==> src/rtl/sprite_compositor_pkg.sv <==
// Shared screen geometry, sprite sizes and small helpers for the sprite compositor.
package sprite_compositor_pkg;

    // Visible raster size
    localparam int H_DISPLAY     = 640;
    localparam int V_DISPLAY     = 480;

    // Sprite box sizes in pixels
    localparam int PLAYER_WIDTH  = 16;
    localparam int PLAYER_HEIGHT = 16;
    localparam int CAR_WIDTH     = 16;
    localparam int CAR_HEIGHT    = 24;

    // Blink counter bit that hides the player while invulnerable (toggles every 4 frames)
    localparam int BLINK_BIT     = 2;

    // Coordinate width and the widened width used for pos + size so 1023 + size never wraps
    localparam int POS_W         = 10;
    localparam int SUM_W         = 11;

    // Width of a car index bus; a single car still gets a 1-bit index
    function automatic int idx_width(input int n);
        return (n > 1) ? $clog2(n) : 1;
    endfunction

endpackage

==> src/rtl/sprite_hit.sv <==
// One registered box test: hit when pos <= count < pos + size on both axes.
module sprite_hit
    import sprite_compositor_pkg::*;
#(
    parameter int W = 16,
    parameter int H = 16
) (
    input  logic             CLK,
    input  logic             RST,
    input  logic [POS_W-1:0] h_count,
    input  logic [POS_W-1:0] v_count,
    input  logic [POS_W-1:0] pos_x,
    input  logic [POS_W-1:0] pos_y,
    input  logic             en,
    output logic             hit
);

    logic [SUM_W-1:0] x_end;
    logic [SUM_W-1:0] y_end;
    logic             hit_next;

    // Far edges computed one bit wider so a sprite near 1023 does not wrap to column 0
    always_comb begin
        x_end    = {1'b0, pos_x} + SUM_W'(W);
        y_end    = {1'b0, pos_y} + SUM_W'(H);
        hit_next = en
                && ({1'b0, pos_x} <= {1'b0, h_count}) && ({1'b0, h_count} < x_end)
                && ({1'b0, pos_y} <= {1'b0, v_count}) && ({1'b0, v_count} < y_end);
    end

    // Stage-1 register of the box test result
    always_ff @(posedge CLK or posedge RST) begin
        if (RST) begin
            hit <= 1'b0;
        end else begin
            hit <= hit_next;
        end
    end

endmodule

==> src/rtl/sprite_compositor.sv <==
// Two-stage pixel compositor: player and car sprites over the background stream,
// with per-frame player/car collision reporting and a blinking invulnerability window.
module sprite_compositor
    import sprite_compositor_pkg::*;
#(
    parameter int                     NUM_CARS     = 4,
    parameter int                     COLOR_W      = 1,
    parameter logic [3*COLOR_W-1:0]   PLAYER_RGB   = {{COLOR_W{1'b0}}, {COLOR_W{1'b1}}, {COLOR_W{1'b0}}},
    parameter logic [3*COLOR_W-1:0]   CAR_RGB      = {{COLOR_W{1'b1}}, {COLOR_W{1'b0}}, {COLOR_W{1'b0}}},
    parameter int                     BLINK_FRAMES = 60
) (
    input  logic                            CLK,
    input  logic                            RST,
    input  logic [POS_W-1:0]                h_count,
    input  logic [POS_W-1:0]                v_count,
    input  logic [POS_W-1:0]                player_x,
    input  logic [POS_W-1:0]                player_y,
    input  logic [NUM_CARS*POS_W-1:0]       car_x_bus,
    input  logic [NUM_CARS*POS_W-1:0]       car_y_bus,
    input  logic [NUM_CARS-1:0]             car_en,
    input  logic [3*COLOR_W-1:0]            bg_rgb,
    output logic [3*COLOR_W-1:0]            vga_rgb,
    output logic                            collision,
    output logic [idx_width(NUM_CARS)-1:0]  collision_idx,
    output logic                            invuln
);

    localparam int IDX_W = idx_width(NUM_CARS);

    // Stage-1 state
    logic                   player_hit_reg;
    logic [NUM_CARS-1:0]    car_hit_reg;
    logic                   visible_reg;
    logic                   frame_end_reg;
    logic [3*COLOR_W-1:0]   bg_reg;

    // Stage-2 state
    logic [3*COLOR_W-1:0]   vga_rgb_reg;
    logic                   collision_reg;
    logic [IDX_W-1:0]       collision_idx_reg;
    logic [7:0]             blink_cnt_reg;
    logic                   hit_flag_reg;
    logic [IDX_W-1:0]       hit_idx_reg;

    // Stage-2 combinational decisions
    logic                   car_any;
    logic [IDX_W-1:0]       car_low;
    logic                   player_shown;
    logic                   hit_now;
    logic [3*COLOR_W-1:0]   rgb_next;

    // Player box test, always enabled
    sprite_hit #(
        .W (PLAYER_WIDTH),
        .H (PLAYER_HEIGHT)
    ) u_player_hit (
        .CLK     (CLK),
        .RST     (RST),
        .h_count (h_count),
        .v_count (v_count),
        .pos_x   (player_x),
        .pos_y   (player_y),
        .en      (1'b1),
        .hit     (player_hit_reg)
    );

    // One box test per car; a disabled car never reports a hit, so it is neither drawn nor collided
    generate
        for (genvar gi = 0; gi < NUM_CARS; gi++) begin : g_car
            sprite_hit #(
                .W (CAR_WIDTH),
                .H (CAR_HEIGHT)
            ) u_car_hit (
                .CLK     (CLK),
                .RST     (RST),
                .h_count (h_count),
                .v_count (v_count),
                .pos_x   (car_x_bus[gi*POS_W +: POS_W]),
                .pos_y   (car_y_bus[gi*POS_W +: POS_W]),
                .en      (car_en[gi]),
                .hit     (car_hit_reg[gi])
            );
        end
    endgenerate

    // Stage 1: visible-area flag, frame-end marker and background aligned with the hit vector
    always_ff @(posedge CLK or posedge RST) begin
        if (RST) begin
            visible_reg   <= 1'b0;
            frame_end_reg <= 1'b0;
            bg_reg        <= '0;
        end else begin
            visible_reg   <= (h_count < POS_W'(H_DISPLAY)) && (v_count < POS_W'(V_DISPLAY));
            frame_end_reg <= (h_count == '0) && (v_count == POS_W'(V_DISPLAY));
            bg_reg        <= bg_rgb;
        end
    end

    // Priority encoder: lowest-index car wins; player hidden on odd blink phases while invulnerable
    always_comb begin
        car_any      = |car_hit_reg;
        car_low      = '0;
        for (int i = NUM_CARS - 1; i >= 0; i--) begin
            if (car_hit_reg[i]) begin
                car_low = IDX_W'(i);
            end
        end
        player_shown = !(invuln && blink_cnt_reg[BLINK_BIT]);
        hit_now      = visible_reg && player_hit_reg && car_any && !invuln;

        if (!visible_reg) begin
            rgb_next = '0;
        end else if (player_hit_reg && player_shown) begin
            rgb_next = PLAYER_RGB;
        end else if (car_any) begin
            rgb_next = CAR_RGB;
        end else begin
            rgb_next = bg_reg;
        end
    end

    // Stage 2: registered output colour
    always_ff @(posedge CLK or posedge RST) begin
        if (RST) begin
            vga_rgb_reg <= '0;
        end else begin
            vga_rgb_reg <= rgb_next;
        end
    end

    // Stage 2: collision tracker -- sticky hit flag in frame, report and blink reload at frame end
    always_ff @(posedge CLK or posedge RST) begin
        if (RST) begin
            collision_reg     <= 1'b0;
            collision_idx_reg <= '0;
            blink_cnt_reg     <= '0;
            hit_flag_reg      <= 1'b0;
            hit_idx_reg       <= '0;
        end else begin
            collision_reg <= 1'b0;
            if (frame_end_reg) begin
                // Frame end lies outside the visible area, so no new hit competes with it
                if (hit_flag_reg) begin
                    collision_reg     <= 1'b1;
                    collision_idx_reg <= hit_idx_reg;
                    hit_flag_reg      <= 1'b0;
                    blink_cnt_reg     <= 8'(BLINK_FRAMES);
                end else if (blink_cnt_reg != '0) begin
                    blink_cnt_reg <= blink_cnt_reg - 8'd1;
                end
            end else if (hit_now && !hit_flag_reg) begin
                // Only the first hit of the frame selects the reported car
                hit_flag_reg <= 1'b1;
                hit_idx_reg  <= car_low;
            end
        end
    end

    assign vga_rgb       = vga_rgb_reg;
    assign collision     = collision_reg;
    assign collision_idx = collision_idx_reg;
    assign invuln        = (blink_cnt_reg != '0);

endmodule

==> config.mk <==
export PLATFORM = sky130hd
export DESIGN_NAME = sprite_compositor
export DESIGN_NICKNAME = d
export VERILOG_FILES = /design/src/rtl/sprite_compositor_pkg.sv /design/src/rtl/sprite_hit.sv /design/src/rtl/sprite_compositor.sv
export SDC_FILE = /design/constraint.sdc
export NUM_CORES = 1
export LEC_CHECK = 0
export BUFFER_PORTS_ARGS = -buffer_cell sky130_fd_sc_hd__clkbuf_2
export CORE_ASPECT_RATIO = 0.6
export CORE_MARGIN = 2
export CORE_UTILIZATION = 32
export CTS_BUF_LIST = sky130_fd_sc_hd__clkbuf_8
export CTS_CLUSTER_SIZE = 30
export DETAILED_ROUTE_END_ITERATION = 10
export HOLD_SLACK_MARGIN = 0.06
export PLACE_DENSITY = 0.56
export SLEW_MARGIN = 5
export SYNTH_ARGS = -nofsm -noshare
export SYNTH_HDL_FRONTEND = slang
export SYNTH_SLANG_ARGS = --single-unit
==> constraint.sdc <==
create_clock -name CLK -period 2.1 [get_ports CLK]
set_input_delay 0 -clock CLK [delete_from_list [all_inputs] [get_ports CLK]]
set_output_delay 0 -clock CLK [all_outputs]
set_load 0.01 [all_outputs]
# Word level (Yosys, flattened, before mapping)
# Cells that the tools add are included.
# Widths: inputs -> output; s select.
# word_totals
ff_bits	27
out_inout_bits	7
word_cells	100
# classes
addsub	11
order_cmp	22
eq_ne	1
n_mux	13
bitwise	1
reduce_logical	38
# op_table
cell	n
$add 10x5->11 const B	10
$lt 10x11->1	10
$le 10x10->1	10
$logic_and 1x1->1	27
$mux 8	2
$eq 10x9->1 const B	1
$logic_not 10->1	1
$lt 10x10->1 const B	1
$lt 10x9->1 const B	1
$mux 3	3
$mux 2	4
$reduce_bool 8->1	1
$sub 8x1->8 const B	1
$reduce_and 2->1	3
$mux 1	4
$reduce_bool 2->1	2
$reduce_or 4->1	1
$logic_not 1->1	3
$not 1->1	1

# Longest topological paths before layout
# Gate-level depths: netlist of run 1.
# logic_depth
word_depth	6
ltp_mapped	10

# Cells and area by module
# Synthesis of run 1 repeated with hierarchy kept, for this count alone.
# hier_totals
cells_unflattened	864
area_unflattened_um2	6899.1
# by_module_without_submodules
mod	n_inst	cells_each	area_per_inst_um2	seq_area_each_um2
sprite_hit (g_car[0].u_car_hit ...)	3	154	1182.4	25.0
sprite_hit (g_car[2].u_car_hit)	1	154	1158.6	25.0
sprite_hit (u_player_hit)	1	152	1137.3	25.0
sprite_compositor	1	96	1056.0	550.5

# Worst setup path before layout of run 1
# OpenSTA, ideal clock, no wires.
# synth_timing
path_kind	reg2reg
startpoint	reg blink_cnt_reg[0]
endpoint	reg blink_cnt_reg[4]
arrival_ns	1.742
t_required_ns	1.973
setup_slack_ns	0.231
stages_incl_launch_ff	8
synth_period_minus_slack_ns	1.869
cell_sequence	dfrtp_1 > inv_1 > ha_1 > or3b_2 > o311ai_2 > nor3_1 > xnor2_1 > nand2_1
# synth_between
elab_chain_len	3
# synth_rtl
item	line_no	text
from (decl)	sprite_compositor.sv:41	logic [7:0] blink_cnt_reg;
from (signal assigned)	sprite_compositor.sv:147	blink_cnt_reg <= 8'(BLINK_FRAMES);
from (signal assigned)	sprite_compositor.sv:149	blink_cnt_reg <= blink_cnt_reg - 8'd1;
$sub 8x1->8 or $reduce_bool 8->1 (tied branches)	sprite_compositor.sv:149, sprite_compositor.sv:148	
$mux 8 or $reduce_bool 2->1 (tied branches)	n/a	
$mux 8 or $reduce_and 2->1 (tied branches)	n/a	
# Parallel ways exist; a longest one is shown, timed or not. The select of a mux whose other input is x is not followed.
# A chain may end at the register's enable or synchronous reset.

# Worst setup path after layout of run 1
# layout_timing
startpoint	reg blink_cnt_reg[2]
endpoint	reg blink_cnt_reg[4]
# Same word-level chain as after synthesis.

==> key figures, run 1 <==
Power
  – Leakage power figure: roughly 4.2 nW
  – Fraction of power consumed by combinational cells: 0.614
  – Power per Cell Area: 306 nW/um^2
  – Peak supply drop: 0.000204 V
  – Share of power burned in registers: 0.251
  – Switching portion of total power: 0.445
  – Part of the power in the clock network: 0.135
  – Power Internal: 1.31 mW
  – Switching power: ~1.1 mW

Floorplan
  – Die W: 186 microns
  – Floorplan core area: 19300 sq um
  – Floorplan row count: 39
  – Floorplan die area: roughly 21000 sq um
  – Height of the chip: 113 microns
  – I/O Pins: 136
  – Starting density of the core: 0.331

Cells and area
  – Fill cell instance count of the final layout: 2012
  – Flip-flop count of the largest register, all copies and words added: 8
  – Number of antenna cells inserted: 0
  – Share of final-layout standard cells stronger than drive strength 1: 0.190
  – Fin util: 0.402
  – Non-Filler Instances: 1210
  – NumNets Final: 1285
  – Layout overhead on the synthesized area: 21.3%

Detailed routing
  – Via count: 6202
  – Number of routed nets with antenna violations: 0
  – Count of unresolved DRC violations after routing: 0
  – Length of the first detailed-routing pass in iterations: 5
  – Vias per cell: slightly above 5
  – Overall routed net length: 21.3 mm
  – WL per Instance: ~18 microns
  – Iteration-0 DRC Markers: between 300 and 400

STA
  – Setup repair after global routing missed its margin: false
  – Worst hold slack: 0.102 ns
  – Number of hold violations in the final report: 0
  – Number of endpoints failing setup at the final stage: 0
  – Maximum frequency from static timing analysis: 525 MHz
  – Minimum period implied by the final worst setup slack: approximately 1.9 ns
  – Setup skew after layout: 0.00367 ns
  – Remaining max-slew budget at the tightest pin: 0.546
  – Post-route fraction of the period consumed by the critical path: 0.906
  – Post-route setup TNS: 0 ns
  – Slew of the pin with the lowest slew margin: 0.664 ns
  – Max Slew Vio Count: 0

Synthesis
  – Yosys cell types: 51
  – Count of flip-flops with a built-in enable after synthesis: 0
  – Top FF cell, synth: sky130_fd_sc_hd__dfrtp_1
  – Synth Net Count: 1107
  – Mean instance size in the synthesized netlist: 8.33 sq um
  – Area fraction of the dominant cell type after synthesis: 0.413
  – Mapped cell area: 6390 sq um
  – Seq/Total Area, Yosys: 0.106
  – Top post-synthesis cells by area: sky130_fd_sc_hd__ha_1 41%, sky130_fd_sc_hd__dfrtp_1 11%, sky130_fd_sc_hd__inv_1 5.6%, sky130_fd_sc_hd__xor2_1 4.3%, sky130_fd_sc_hd__a21oi_1 3.8%
  – Cell type contributing the most total cell area after synthesis: sky130_fd_sc_hd__ha_1
  – Gate count of the mapped netlist: 767
  – Fraction of synthesis flops using an asynchronous set or reset pin: 1.00
  – Synth warn: 0
  – Number of register bits inferred by synthesis: 27

Clock tree
  – TritonCTS clock tree: done
  – Skew-Pair Late Insertion Delay: between 0.2 and 0.3 ns
  – Maximum level of the CTS H-tree: 1
  – Cell at the root of the clock tree: sky130_fd_sc_hd__clkbuf_8
  – Number of buffers inserted during clock tree synthesis: 3
  – Longest Clk Path Bufs: 2
  – Clock transition time at the flip-flop clock pins of the worst setup and hold paths: 0.10 ns
  – Number of clock sinks: 27

Worst setup path
  – Endpoint required time on the critical path: 2.28 ns
  – Crit path capture type: flip-flop
  – WS Path Type: flip-flop to flip-flop
  – Data arrival at the endpoint of the critical path: 2.08 ns
  – Setup slack on the worst flop-to-flop path: 0.20 ns
  – Worst-path fanout max: 6
  – Startpoint class of the critical path: flip-flop

Worst hold path
  – Class of the worst hold path: input pin to flip-flop

Run status
  – Outcome: complete, no violations

Global route
  – Initial antenna violation count: 0
  – Grt ovf: 0
  – Overall fraction of global-route tracks in use: 0.202
  – Number of global-route vias before repair: 5908
  – Global-route wire length before repair: between 30 and 40 mm
  – Maximum number of pins on one net before global-route repair: 28

Placement
  – Post-DP HPWL: 18.2 mm
  – Number of I/O port buffers: ~140
  – Weighted congestion at the end of routability-driven global placement: between 0.8 and 0.9
  – Inst Count DP: between 1k and 1.5k

Run
  – Max Cap Viol: 0
-- layout make-up --
type                    instances  area, sq um  area share
clock buffers                   3         41.3     0.00533
clock inverters                 1         7.51    0.000969
inverters                      95          357      0.0460
multi-input cells             645         5360       0.691
flip-flops and latches         27          676      0.0872
well taps                     266          333      0.0430
repair buffers                173          976       0.126
-- cell families after synthesis --
logic type,synth area share
AO/OA/AOI/OAI,0.187
XOR/XNOR,0.0686
adder cells (fa/ha/maj),0.413
buffers and inverters,0.0558
flip-flops,0.106
multiplexers,0.00353
AND/OR/NAND/NOR,0.166
-- through the flow --
stage | area [sq um] | total power, mW | setup slack [ns]
floorplan | 6390 | 1.42 | 0.231
global placement | 7630 | 2.03 | -0.0686
detailed placement | 7630 | 2.03 | -0.0757
CTS | 7740 | 2.38 | 0.197
global route | 7740 | 2.60 | 0.00124
finish | 7740 | 2.37 | 0.197
-- placed cells by master, fill, tap and decap left out, types with 4 or more instances in the layout --
| cell type | n |
|---|---|
| sky130_fd_sc_hd__xor2_1 | 31 |
| sky130_fd_sc_hd__nand3_1 | 31 |
| sky130_fd_sc_hd__o22ai_1 | 4 |
| sky130_fd_sc_hd__nor4_1 | 8 |
| sky130_fd_sc_hd__nand2b_1 | 16 |
| sky130_fd_sc_hd__and4_1 | 7 |
| sky130_fd_sc_hd__a21o_1 | 14 |
| sky130_fd_sc_hd__dlygate4sd3_1 | 6 |
| sky130_fd_sc_hd__nor3_1 | 15 |
| sky130_fd_sc_hd__clkbuf_2 | 135 |
| sky130_fd_sc_hd__o21ai_0 | 47 |
| sky130_fd_sc_hd__o41ai_1 | 5 |
| sky130_fd_sc_hd__dfrtp_1 | 27 |
| sky130_fd_sc_hd__and3_1 | 9 |
| sky130_fd_sc_hd__xnor2_1 | 19 |
| sky130_fd_sc_hd__nand2_1 | 34 |
| sky130_fd_sc_hd__nand4_1 | 22 |
| sky130_fd_sc_hd__a31oi_1 | 4 |
| sky130_fd_sc_hd__a2111oi_0 | 5 |
| sky130_fd_sc_hd__o2111ai_1 | 7 |
| sky130_fd_sc_hd__a211oi_1 | 21 |
| sky130_fd_sc_hd__buf_4 | 32 |
| sky130_fd_sc_hd__inv_1 | 95 |
| sky130_fd_sc_hd__ha_1 | 211 |
| sky130_fd_sc_hd__nor2_1 | 42 |
| sky130_fd_sc_hd__a21oi_1 | 48 |
-- layer usage --
metal  up-vias  GRT usage  share of wire
li1       3192          -              -
met5         -          0              0
met4         0     0.0101         0.0026
met1      2844      0.324           0.56
met2       157      0.291           0.38
met3         9     0.0298          0.060
-- final timing paths --
check | startpoint | to | cells after the start
max | blink_cnt_reg[2] | blink_cnt_reg[4] | 5
min | v_count[9] | frame_end_reg | 3
max reg2reg | blink_cnt_reg[2] | blink_cnt_reg[4] | 5
min reg2reg | bg_reg[1] | vga_rgb[1] | 2
max in group asynchronous | RST | g_car[2].u_car_hit.hit | 4
min in group asynchronous | RST | vga_rgb[0] | 4
-- power by group through the flow --
stage               sequential [mW]  clock, mW  combinational, mW
global route                  0.600      0.353               1.65
global placement              0.604          0               1.42
floorplan                     0.591          0              0.824
CTS                           0.593      0.336               1.45
finish                        0.594      0.319               1.45
detailed placement            0.604          0               1.43
-- worst max-delay path, cell delays in order, from the launching register on --
cell                       delay, ns
sky130_fd_sc_hd__dfrtp_1        0.46
sky130_fd_sc_hd__or4_4          0.62
sky130_fd_sc_hd__o311ai_2       0.41
sky130_fd_sc_hd__nor3_1         0.10
sky130_fd_sc_hd__xnor2_1        0.14
sky130_fd_sc_hd__nand2_1        0.06
-- synthesized netlist by cell type (2+ instances only) --
master and number:
sky130_fd_sc_hd__nand2_1 34, sky130_fd_sc_hd__inv_1 95, sky130_fd_sc_hd__a21oi_1 48, sky130_fd_sc_hd__xnor2_1 19, sky130_fd_sc_hd__a221o_1 3, sky130_fd_sc_hd__a2111oi_0 6, sky130_fd_sc_hd__nand2b_1 16, sky130_fd_sc_hd__dfrtp_1 27
sky130_fd_sc_hd__nor2_1 42, sky130_fd_sc_hd__o211ai_1 2, sky130_fd_sc_hd__o21ai_0 47, sky130_fd_sc_hd__a221oi_1 2, sky130_fd_sc_hd__nand4_1 22, sky130_fd_sc_hd__and3_1 9, sky130_fd_sc_hd__nand3b_1 3, sky130_fd_sc_hd__o221ai_1 2
sky130_fd_sc_hd__xor2_1 31, sky130_fd_sc_hd__a21o_1 14, sky130_fd_sc_hd__a211o_1 3, sky130_fd_sc_hd__o311ai_0 2, sky130_fd_sc_hd__mux2_2 2, sky130_fd_sc_hd__o31ai_1 3, sky130_fd_sc_hd__nand3_1 31, sky130_fd_sc_hd__nor4_1 8
sky130_fd_sc_hd__o41ai_1 5, sky130_fd_sc_hd__nand4b_1 2, sky130_fd_sc_hd__and4_1 7, sky130_fd_sc_hd__nor2b_1 3, sky130_fd_sc_hd__o2111ai_1 7, sky130_fd_sc_hd__o22ai_1 4, sky130_fd_sc_hd__nor3_1 15, sky130_fd_sc_hd__a31oi_1 4
sky130_fd_sc_hd__ha_1 211, sky130_fd_sc_hd__a211oi_1 21
-- timing repair --
item	CTS	global route
resized for setup	0	1
hold endpoints to repair	32	0
hold buffers	6	0
buffers inserted	0	0
endpoints found under the setup margin	0	1
Note: power is estimated with default switching activity, not from simulation.
==> inputs of run 2 (changes only) <==
--- a/config.mk
+++ b/config.mk
@@ -9,7 +9,6 @@
 export CORE_ASPECT_RATIO = 0.6
 export CORE_MARGIN = 2
 export CORE_UTILIZATION = 32
-export CTS_BUF_LIST = sky130_fd_sc_hd__clkbuf_8
 export CTS_CLUSTER_SIZE = 30
 export DETAILED_ROUTE_END_ITERATION = 10
 export HOLD_SLACK_MARGIN = 0.06
==> key figures, run 2 (synthesis gave the netlist of run 1 again) <==
Run status
  – Outcome: complete, no violations

Worst setup path
  – Family with the most delay on the worst path: simple AND/OR/NAND/NOR gates
  – Critical path's largest stage delay: 0.61 ns
  – Startpoint class of the critical path: flip-flop
  – WS Path Type: flip-flop to flip-flop
  – Worst R2R End: blink_cnt_reg[4]
  – Worst-path fanout max: 6
  – Endpoint required time on the critical path: 2.26 ns
  – Worst reg2reg startpoint: blink_cnt_reg[2]
  – Worst path bufs/invs: 0
  – Series of cell instances along the critical path: or4_4 > o311ai_2 > nor3_1 > xnor2_1 > nand2_1
  – Data arrival at the endpoint of the critical path: 2.04 ns
  – Crit path capture type: flip-flop
  – Worst path slowest cell: sky130_fd_sc_hd__or4_4
  – Setup slack on the worst flop-to-flop path: about 0.21 ns
  – Depth of the worst register-to-register path: 5

Detailed routing
  – Uppermost signal routing layer after detailed routing: met4
  – Via count: between 6k and 7k
  – Iteration-0 DRC Markers: ~380
  – WL per Instance: 17.6 microns
  – Vias per cell: 5.14
  – Overall routed net length: 21.3 mm
  – Detailed-route wire length on metal 1: 11.6 mm
  – Met2 wire length: between 8 and 9 mm
  – Number of routed nets with antenna violations: 0
  – Count of unresolved DRC violations after routing: 0
  – Length of the first detailed-routing pass in iterations: 5
  – Wire length on met3: 1.54 mm

STA
  – Post-route fraction of the period consumed by the critical path: 0.898
  – Slew of the pin with the lowest slew margin: 0.666 ns
  – Number of hold violations in the final report: 0
  – Setup repair after global routing missed its margin: false
  – Max Slew Vio Count: 0
  – Remaining max-slew budget at the tightest pin: 0.545
  – Worst hold slack: between 0.1 and 0.15 ns
  – PnR worst setup slack: 0.213 ns
  – Maximum frequency from static timing analysis: 530 MHz
  – Minimum period implied by the final worst setup slack: 1.89 ns
  – Number of endpoints failing setup at the final stage: 0
  – Setup skew after layout: ~0.0025 ns

Run
  – Max Cap Viol: 0

Cells and area
  – Fin util: 0.404
  – Fill cell instance count of the final layout: 2011
  – Number of antenna cells inserted: 0
  – Layout overhead on the synthesized area: 21.8%
  – Flip-flop count of the largest register, all copies and words added: 8
  – Most used cells in the layout excluding fill and tap cells: 211 x sky130_fd_sc_hd__ha_1, 135 x sky130_fd_sc_hd__clkbuf_2, 95 x sky130_fd_sc_hd__inv_1, 48 x sky130_fd_sc_hd__a21oi_1, 47 x sky130_fd_sc_hd__o21ai_0
  – Share of final-layout standard cells stronger than drive strength 1: 0.190
  – Commonest non-fill, non-tap cell in the layout: sky130_fd_sc_hd__ha_1
  – Area used by sequential logic in the layout: 676 sq um
  – Multi-input gate area in the final layout: 5360 sq um
  – Non-Filler Instances: 1210
  – NumNets Final: 1285

Clock tree
  – Maximum level of the CTS H-tree: 1
  – Skew-Pair Late Insertion Delay: 0.27 ns
  – Longest Clk Path Bufs: 2
  – Buffers inserted during post-CTS setup optimization: 0
  – Number of clock sinks: 27
  – Number of buffers inserted during clock tree synthesis: 3
  – TritonCTS clock tree: done
  – Cell at the root of the clock tree: sky130_fd_sc_hd__clkbuf_16
  – Clock transition time at the flip-flop clock pins of the worst setup and hold paths: roughly 0.070 ns

Floorplan
  – I/O Pins: roughly 140
  – Floorplan die area: 21100 sq um
  – Floorplan row count: 39
  – Die W: between 150 and 200 microns
  – Floorplan core area: 19300 sq um
  – Height of the chip: 113 microns
  – Starting density of the core: 0.331

Power
  – Power per Cell Area: roughly 320 nW/um^2
  – PnR Total Power: 2.51 mW
  – Peak supply drop: 0.000294 V
  – Leakage power figure: 4.17 nW

Placement
  – Pre-CTS setup slack: -0.0757 ns
  – Weighted congestion at the end of routability-driven global placement: approximately 0.87
  – Post-DP HPWL: 18.2 mm
  – Number of I/O port buffers: about 140
  – Inst Count DP: 1200

Worst hold path
  – Class of the worst hold path: input pin to flip-flop
  – Min-Delay Path Depth: 3
  – Destination of the worst hold path: frame_end_reg
  – Min-delay src: v_count[9]

Global route
  – Overall fraction of global-route tracks in use: 0.202
  – Initial antenna violation count: 0
  – Grt ovf: 0
  – Global-route wire length before repair: 33.4 mm
  – Maximum number of pins on one net before global-route repair: 28
  – Number of global-route vias before repair: 5904
-- run 2: cell count changes in the layout (fill, tap and decap cells not counted) --
cell / delta
sky130_fd_sc_hd__clkbuf_8: -3
sky130_fd_sc_hd__clkbuf_16: +3
-- run 2: through the flow --
stage | TNS, ns | instance area (sq um)
after global routing | 0 | 7780
after CTS | 0 | 7780
final | 0 | 7780
after floorplan | 0 | 6390
after detailed placement | -0.0757 | 7630
after global placement | -0.0686 | 7630
-- run 2: worst max-delay path by stage --
stage                     slack [ns]                endpoint        startpoint  cells past startpoint
after CTS                       0.20  g_car[0].u_car_hit.hit        h_count[5]                      9
after global routing           0.009        blink_cnt_reg[4]  blink_cnt_reg[0]                      7
final                           0.21        blink_cnt_reg[4]  blink_cnt_reg[2]                      5
after floorplan                 0.23        blink_cnt_reg[4]  blink_cnt_reg[0]                      7
after global placement         -0.07  g_car[0].u_car_hit.hit        h_count[5]                      9
after detailed placement       -0.08  g_car[0].u_car_hit.hit        h_count[5]                      9
-- run 2: worst reg2reg max path, cell delays in order, from the launching register on --
cell and delay, ns:
sky130_fd_sc_hd__dfrtp_1 0.44, sky130_fd_sc_hd__or4_4 0.61, sky130_fd_sc_hd__o311ai_2 0.41, sky130_fd_sc_hd__nor3_1 0.10, sky130_fd_sc_hd__xnor2_1 0.14, sky130_fd_sc_hd__nand2_1 0.06
-- run 2: final cells by class --
cell class	instances	share of cell area
Multi-Input combinational cell	645	0.688
Timing Repair Buffer	173	0.125
Sequential cell	27	0.0869
Inverter	95	0.0458
Tap cell	266	0.0428
Clock buffer	3	0.00965
Clock inverter	1	0.000965
-- run 2: repair_timing --
action	CTS	global route
hold endpoints to repair	32	0
endpoints found under the setup margin	0	1
hold buffers	6	0
resized for setup	0	1
-- run 2: where the power goes --
group	internal [mW]	total, mW	switching, mW
clock network	0.260	0.463	0.203
registers	0.558	0.594	0.0362
logic	0.621	1.45	0.833
-- run 2: layer usage --
| layer | GRT usage | up-vias |
|---|---|---|
| met4 | 0.0133 | 0 |
| li1 | - | 3191 |
| met3 | 0.0308 | 9 |
| met2 | 0.291 | 178 |
| met5 | 0 | - |
| met1 | 0.324 | 2842 |
==> inputs of run 3 (changes only) <==
--- a/config.mk
+++ b/config.mk
@@ -6,13 +6,13 @@
 export NUM_CORES = 1
 export LEC_CHECK = 0
 export BUFFER_PORTS_ARGS = -buffer_cell sky130_fd_sc_hd__clkbuf_2
-export CORE_ASPECT_RATIO = 0.6
 export CORE_MARGIN = 2
 export CORE_UTILIZATION = 32
 export CTS_CLUSTER_SIZE = 30
 export DETAILED_ROUTE_END_ITERATION = 10
 export HOLD_SLACK_MARGIN = 0.06
 export PLACE_DENSITY = 0.56
+export RECOVER_POWER = 100
 export SLEW_MARGIN = 5
 export SYNTH_ARGS = -nofsm -noshare
 export SYNTH_HDL_FRONTEND = slang
==> key figures, run 3 (synthesis gave the netlist of run 1 again) <==
Run status
  – Outcome: complete, no violations

Clock tree
  – Longest Clk Path Bufs: 2
  – Maximum level of the CTS H-tree: 1
  – Clock transition time at the flip-flop clock pins of the worst setup and hold paths: 0.07 ns
  – Number of buffers inserted during clock tree synthesis: 3
  – Buffers inserted during post-CTS setup optimization: 0
  – TritonCTS clock tree: done
  – Cell at the root of the clock tree: sky130_fd_sc_hd__clkbuf_16
  – Skew-Pair Late Insertion Delay: 0.27 ns
  – Number of clock sinks: 27

Cells and area
  – Number of antenna cells inserted: 0
  – NumNets Final: 1295
  – Fill cell instance count of the final layout: about 2.1k
  – Most used cells in the layout excluding fill and tap cells: 211 x sky130_fd_sc_hd__ha_1, 127 x sky130_fd_sc_hd__clkbuf_2, 95 x sky130_fd_sc_hd__inv_1, 48 x sky130_fd_sc_hd__a21oi_1, 47 x sky130_fd_sc_hd__o21ai_0
  – Commonest non-fill, non-tap cell in the layout: sky130_fd_sc_hd__ha_1
  – Layout overhead on the synthesized area: 22.2%
  – Share of final-layout standard cells stronger than drive strength 1: 0.183
  – Summed area of non-filler cells in the final layout: between 7000 and 8000 sq um
  – Fin util: 0.400
  – Flip-flop count of the largest register, all copies and words added: 8

Worst setup path
  – Depth of the worst register-to-register path: 5
  – Crit path capture type: flip-flop
  – Setup slack on the worst flop-to-flop path: 0.16 ns
  – Worst reg2reg startpoint: blink_cnt_reg[2]
  – Worst R2R End: blink_cnt_reg[7]
  – WS Path Type: flip-flop to flip-flop
  – Data arrival at the endpoint of the critical path: 2.09 ns
  – Worst-path fanout max: 6
  – Endpoint required time on the critical path: 2.25 ns
  – Startpoint class of the critical path: flip-flop

Detailed routing
  – Length of the first detailed-routing pass in iterations: 5
  – Number of routed nets with antenna violations: 0
  – Overall routed net length: 20.3 mm
  – Via count: 6144
  – Vias per cell: approximately 5.0
  – Detailed-route wire length on metal 1: 9.62 mm
  – Iteration-0 DRC Markers: 297
  – Uppermost signal routing layer after detailed routing: met4
  – WL per Instance: 16.7 microns
  – Met2 wire length: ~9.7 mm
  – Count of unresolved DRC violations after routing: 0
  – Wire length on met3: 817 microns

Floorplan
  – Floorplan row count: 51
  – Starting density of the core: 0.327
  – Die W: 145 microns
  – Floorplan die area: ~21000 sq um
  – Floorplan core area: 19500 sq um
  – I/O Pins: between 100 and 150
  – Height of the chip: ~150 microns

Global route
  – Number of global-route vias before repair: 5948
  – Maximum number of pins on one net before global-route repair: 28
  – Global-route wire length before repair: around 32 mm
  – Grt ovf: 0
  – Initial antenna violation count: 1
  – Overall fraction of global-route tracks in use: 0.190

Power
  – Share of power burned in registers: 0.240
  – Fraction of power consumed by combinational cells: 0.578
  – Part of the power in the clock network: 0.182
  – Leakage power figure: 4.17 nW
  – Switching power: 1.03 mW
  – Power per Cell Area: 315 nW/um^2
  – Peak supply drop: roughly 0.00027 V
  – Switching portion of total power: 0.417
  – Power Internal: 1.43 mW

Worst hold path
  – Min-delay src: car_en[2]
  – Class of the worst hold path: input pin to flip-flop
  – Destination of the worst hold path: g_car[2].u_car_hit.hit
  – Min-Delay Path Depth: 3

STA
  – Post-route setup TNS: 0 ns
  – Worst hold slack: 0.0855 ns
  – Number of hold violations in the final report: 0
  – Max Slew Vio Count: 0
  – Slew of the pin with the lowest slew margin: about 1.5 ns
  – Setup skew after layout: 0.00769 ns
  – Maximum frequency from static timing analysis: 516 MHz
  – Minimum period implied by the final worst setup slack: 1.94 ns
  – Setup repair after global routing missed its margin: false
  – Post-route fraction of the period consumed by the critical path: 0.923
  – Number of endpoints failing setup at the final stage: 0
  – Remaining max-slew budget at the tightest pin: 0.0141

Placement
  – Number of I/O port buffers: 135
  – Post-DP HPWL: around 17 mm
  – Weighted congestion at the end of routability-driven global placement: about 0.88
  – Placed standard-cell area: 7720 sq um

Run
  – Max Cap Viol: 0
run 3: layout make-up:
cell class                 instances  area [sq um]  area share
multi-input combinational        645          5340       0.684
timing repair buffer             183          1020       0.131
sequential                        27           676      0.0866
inverter                          95           357      0.0457
tap                              265           332      0.0425
clock buffer                       3          75.1     0.00962
clock inverter                     1          7.51    0.000962
run 3: repair_timing:
item	4_1_cts	5_1_grt
hold buffers	5	0
hold endpoints to repair	31	0
resized for setup	0	0
run 3: per-layer routing:
| layer | up-vias | global-route usage |
|---|---|---|
| li1 | 3204 | - |
| met1 | 2799 | 0.256 |
| met2 | 127 | 0.340 |
| met3 | 14 | 0.0208 |
| met4 | 0 | 0.0137 |
| met5 | - | 0 |
run 3: metrics by stage:
step	total power, mW	setup WS [ns]	std cells
2_1_floorplan	1.42	0.231	767
3_3_place_gp	2.02	0.0179	1210
3_5_place_dp	2.03	-0.00660	1210
4_1_cts	2.49	0.169	1219
5_1_grt	2.71	0.0260	1219
6_report	2.46	0.162	1219
run 3: how the worst max path moves through the flow:
| stage | cells after the start | slack (ns) | end | start |
|---|---|---|---|---|
| 2_1_floorplan | 7 | 0.23 | blink_cnt_reg[4] | blink_cnt_reg[0] |
| 3_3_place_gp | 11 | 0.02 | g_car[0].u_car_hit.hit | car_y_bus[4] |
| 3_5_place_dp | 11 | -0.007 | g_car[0].u_car_hit.hit | car_y_bus[4] |
| 4_1_cts | 7 | 0.17 | blink_cnt_reg[4] | blink_cnt_reg[1] |
| 5_1_grt | 9 | 0.03 | g_car[0].u_car_hit.hit | h_count[8] |
| 6_report | 5 | 0.16 | blink_cnt_reg[7] | blink_cnt_reg[2] |
run 3: power by group through the flow:
stage                     combinational [mW]  sequential, mW  clock [mW]
final                                   1.42           0.591       0.447
after global routing                    1.63           0.598       0.482
after CTS                               1.44           0.593       0.457
after detailed placement                1.42           0.604           0
after global placement                  1.42           0.604           0
after floorplan                        0.824           0.591           0
run 3: critical path: stages (launching register included):
cell and delay, ns:
sky130_fd_sc_hd__dfrtp_1 0.43, sky130_fd_sc_hd__or4_1 0.67, sky130_fd_sc_hd__nor2_1 0.18, sky130_fd_sc_hd__nor4b_1 0.33, sky130_fd_sc_hd__xnor2_1 0.16, sky130_fd_sc_hd__nor2_1 0.05
